### config.mk
export PLATFORM = sky130hd
export DESIGN_NAME = trackball_emu
export DESIGN_NICKNAME = d
export VERILOG_FILES = /design/src/rtl/trackball_emu.sv
export SDC_FILE = /design/constraint.sdc
export NUM_CORES = 1
export LEC_CHECK = 0
export CAP_MARGIN = 0
export CELL_PAD_IN_SITES_DETAIL_PLACEMENT = 0
export CELL_PAD_IN_SITES_GLOBAL_PLACEMENT = 1
export CORE_MARGIN = 1.5
export CORE_UTILIZATION = 48
export CTS_BUF_LIST = sky130_fd_sc_hd__clkbuf_4
export DETAILED_ROUTE_END_ITERATION = 10
export HOLD_SLACK_MARGIN = 0.03
export PLACE_DENSITY_LB_ADDON = 0.3
export SYNTH_ARGS = -nofsm -noshare
export SYNTH_HDL_FRONTEND = slang
export SYNTH_SLANG_ARGS = --single-unit
### constraint.sdc
create_clock -name clk_12 -period 3.45 [get_ports clk_12]
set_input_delay 0.5175 -clock clk_12 [delete_from_list [all_inputs] [get_ports clk_12]]
set_output_delay 0.5175 -clock clk_12 [all_outputs]
set_load 0.005 [all_outputs]
### src/rtl/trackball_emu.sv
// Joystick-to-trackball emulator: a shared motion-tick divider drives two
// identical accelerating axis counters that feed the core's trackball bus.

module trackball_axis #(
    parameter int ACCEL_TICKS = 16,
    parameter int MAX_SPEED   = 3,
    parameter bit INC_ON_DIR1 = 1'b0
) (
    input  logic       clk,
    input  logic       rst,
    input  logic       tick,
    input  logic       dir1,
    input  logic       dir0,
    output logic [3:0] pos,
    output logic       last_dir,
    output logic       driven
);
    logic [2:0] speed;
    logic [7:0] hold;
    logic       active;
    logic       cont;
    logic       up;
    logic [3:0] amt;
    logic [3:0] next_pos;

    // Opposing inputs cancel, so only an exclusive press drives the axis.
    assign driven   = dir1 ^ dir0;
    assign cont     = active && (dir1 == last_dir);
    assign amt      = cont ? {1'b0, speed} : 4'd1;
    assign up       = INC_ON_DIR1 ? dir1 : ~dir1;
    assign next_pos = up ? pos + amt : pos - amt;

    always_ff @(posedge clk or posedge rst) begin
        if (rst) begin
            pos      <= 4'd0;
            last_dir <= 1'b0;
            speed    <= 3'd1;
            hold     <= 8'd0;
            active   <= 1'b0;
        end else if (tick) begin
            if (!driven) begin
                speed  <= 3'd1;
                hold   <= 8'd0;
                active <= 1'b0;
            end else if (!cont) begin
                pos      <= next_pos;
                speed    <= 3'd1;
                hold     <= 8'd0;
                active   <= 1'b1;
                last_dir <= dir1;
            end else begin
                pos <= next_pos;
                if (hold == 8'(ACCEL_TICKS - 1)) begin
                    hold  <= 8'd0;
                    speed <= (speed < 3'(MAX_SPEED)) ? speed + 3'd1 : 3'(MAX_SPEED);
                end else begin
                    hold <= hold + 8'd1;
                end
            end
        end
    end
endmodule

module trackball_emu #(
    parameter int TICK_DIV    = 100000,
    parameter int ACCEL_TICKS = 16,
    parameter int MAX_SPEED   = 3
) (
    input  logic       clk_12,
    input  logic       reset,
    input  logic [3:0] joystick_i,
    input  logic       pause,
    output logic [7:0] trakball_o,
    output logic [1:0] dir_o,
    output logic       step_o
);
    logic [16:0]     div_cnt;
    logic            tick;
    logic [1:0]      dir1;
    logic [1:0]      dir0;
    logic [1:0][3:0] pos;
    logic [1:0]      last_dir;
    logic [1:0]      driven;

    assign tick = !pause && (div_cnt == 17'(TICK_DIV - 1));

    always_ff @(posedge clk_12 or posedge reset) begin
        if (reset) begin
            div_cnt <= 17'd0;
            step_o  <= 1'b0;
        end else begin
            if (!pause) div_cnt <= tick ? 17'd0 : div_cnt + 17'd1;
            step_o <= tick && (|driven);
        end
    end

    // Axis 0 is horizontal (dir1 = left, subtracts); axis 1 is vertical
    // (dir1 = down, adds), matching the dir_o bit meanings.
    assign dir1 = {joystick_i[1], joystick_i[2]};
    assign dir0 = {joystick_i[0], joystick_i[3]};

    for (genvar g = 0; g < 2; g++) begin : g_axis
        trackball_axis #(
            .ACCEL_TICKS(ACCEL_TICKS),
            .MAX_SPEED  (MAX_SPEED),
            .INC_ON_DIR1(g == 1)
        ) u_axis (
            .clk     (clk_12),
            .rst     (reset),
            .tick    (tick),
            .dir1    (dir1[g]),
            .dir0    (dir0[g]),
            .pos     (pos[g]),
            .last_dir(last_dir[g]),
            .driven  (driven[g])
        );
    end

    assign trakball_o = {pos[1], pos[0]};
    assign dir_o      = last_dir;
endmodule

==> out/summary.txt <==
# placed instances: 429
CTS Buffer Depth: 2
later-pin clock latency in the skew report: 0.37 ns
Final nets: 381
Post-synth top flop: dfrtp_1
crit path cell chain: clkdlybuf4s50_1 > and2_1 > o21ai_0 > nand2b_1 > inv_1 > ha_1 > a21o_1 > a21oi_1 > a21oi_1 > ha_1 > a21oi_1 > a21boi_0 > a221o_1 > or2_1
Clock Skews: 0.00964 ns
first-iteration detailed-routing DRC count: 127
slowest stage cell, crit path: clkdlybuf4s50_1
RSZ-0062 raised after global routing: false
DR WL/cell: 14.0 um
DRT Pass-1 Iters: 4
Max H-tree Level: 2
crit start category: input pin
hold crit path type: in2async
final number of hold-violating endpoints: 0
vias in the first global route: 2,272
vias per std cell: 5.67
CP Max Fanout: 6
slowest stage delay, CP: 0.49 ns
EDFF count, synth: 0
Yosys top cell by area: dfrtp_1
area grow syn2layout: 9.79%
global route overflow: 0
Hold Buf Count CTS: 0
VDD IR-drop max: 0.167 mV
Chip Height: 83.6 um
Max Cap Viol: 0
Die ar.: 6990 sq um
WP data arrival: 3.37 ns
Mapped Cells: 342
critical path data required time: 3.72 ns
synthesized area: 3120 sq um
final worst slack: 0.347 ns
clock tree sinks: 52
gr usage total: 0.187
vias: 2,472
FF+latch count, synth: 52
Cell variety after synth: 49
Leak: 0.00157 uW
CTS Buf Count: 5
DIE WIDTH: 83.6 um
setup TNS: 0 ns
# fillers: 588
antenna-violating nets left: 0
pins over their slew limit: 0
IO Count: 18
average size of a mapped cell: 9.12 sq um
fin cells: 436
Most common cell on crit path: a21oi_1
CTS tree: built
Placement Setup Slack: -0.0238 ns
final wirelength: 6.12 mm
worst slew pin tran: 0.768 ns
fin crit share: 0.899
Final min period: 3.10 ns
GPL Wtd Cong: 0.824
synth warn: 0
n_diodes: 0
Port Buffers: 17
endpoint type of the worst setup path: flop
Slew HR: 0.484
outcome: complete, no violations
first-pass GRT wire length: 10.7 mm
Post-CTS Resized: 0
Async S/R FF share, synth: 1.00
Core Footprint: 6310 sq um
initial antenna violation count: 0
DRC viols: 0
Starting Density: 0.494
share of cells above drive strength 1: 0.0891
fin util: 0.542
Synth top area share: 0.401
synth top area cells: dfrtp_1, o21ai_0, ha_1
highest clock rate: 322 MHz
Setup Fix Bufs, Post-CTS: 0
Detail Placement HPWL: 4.40 mm
Final setup violation count: 0
WS Path Type: in2reg
Synth Net Count: 364
Clock Tree Root: clkbuf_4
largest net degree at the start of global routing: 28
post-synthesis sequential area ratio: 0.418
clock-pin transition on the worst setup and hold timing paths: 0.14 ns
Power per Cell Area: 312 nW/um^2
# rows: 29
final cells by class:
class,count,area [sq um],share of cell area
tap,77,96.3,0.0281
timing repair buffer,25,230,0.0673
inverter,14,52.6,0.0154
multi-input combinational,261,1690,0.493
clock buffer,7,52.6,0.0154
sequential,52,1300,0.381
power by group:
group	switching (uW)	internal [uW]	total (uW)
combinational	58.0	49.7	108
sequential	40.8	644	685
clock	182	93.1	275
total	281	787	1070
cell usage in the layout, fill, tap and decap left out, types with 4 or more instances in the layout:
cell,n
inv_1,13
clkbuf_4,7
ha_1,13
xor2_1,6
nand2_1,29
dfrtp_1,50
nand4b_1,7
nand3_1,22
nand4_1,4
and3_1,7
xnor2_1,10
nor4_1,4
mux2_2,5
nor3_1,7
a21boi_0,4
o31ai_1,4
nor2_1,27
o21ai_0,38
a21oi_1,12
nand2b_1,9
buf_4,8
nor2b_1,5
or2_2,5
clkdlybuf4s50_1,17
a21o_1,4
metrics by stage:
step	cell area, sq um	power [uW]	hold WS (ns)
after floorplan	3120	767	0.446
after global placement	3370	802	0.474
after detailed placement	3370	806	0.473
after CTS	3420	1090	0.492
after global routing	3420	1130	0.516
final	3420	1070	0.492
cell usage after synthesis (all sizes together), types with 4 or more instances:
master	count
dfrtp	50
nor3	7
nor2	27
or2	6
nand2b	9
nand4b	7
a21boi	4
ha	13
xnor2	10
clkbuf	10
o21ai	38
and3	7
xor2	6
a21oi	12
o31ai	4
nand4	4
mux2	5
nand2	30
buf	5
inv	14
nor2b	5
nand3	22
a21o	4
nor4	4
sequential cells by signal, indices dropped and copies added (netlist names):
register and cells:
g_axis.u_axis.active 2, step_o 1, g_axis.u_axis.pos 8, g_axis.u_axis.last_dir 2
div_cnt 17, g_axis.u_axis.hold 16, g_axis.u_axis.speed 6
final timing paths:
path / endpoint / slack [ns] / start / cells after the start
max: g_axis[0].u_axis.pos[3] / 0.35 / joystick_i[2] / 14
min: div_cnt[2] / 0.49 / reset / 2
max reg2reg: g_axis[0].u_axis.pos[3] / 0.49 / g_axis[0].u_axis.last_dir / 13
min reg2reg: g_axis[1].u_axis.hold[7] / 0.49 / g_axis[1].u_axis.hold[7] / 1
max in group asynchronous: g_axis[0].u_axis.speed[0] / 2.15 / reset / 3
min in group clk_12: g_axis[1].u_axis.hold[7] / 0.49 / g_axis[1].u_axis.hold[7] / 1
cells by family after synthesis:
kind of cell    after synthesis  synth area share
compound gates               81             0.159
simple gates                142             0.248
buf+inv                      29            0.0405
fa+ha+maj                    15            0.0650
xor+xnor                     16            0.0449
mux                           7            0.0245
flops                        52             0.418
critical path, delay by kind of cell:
family | cells | cell delay, ns
compound gates | 7 | 1.23
simple gates | 3 | 0.56
fa+ha+maj | 2 | 0.54
buf+inv | 2 | 0.54
per-layer routing:
layer | vias to the layer above | part of all wire | global-route usage
li1 | 1249 | - | -
met1 | 1183 | 0.50 | 0.264
met2 | 32 | 0.46 | 0.295
met3 | 8 | 0.027 | 0.0356
met4 | 0 | 0.015 | 0.0537
met5 | - | 0 | 0
Note: power is estimated with default switching activity, not from simulation.
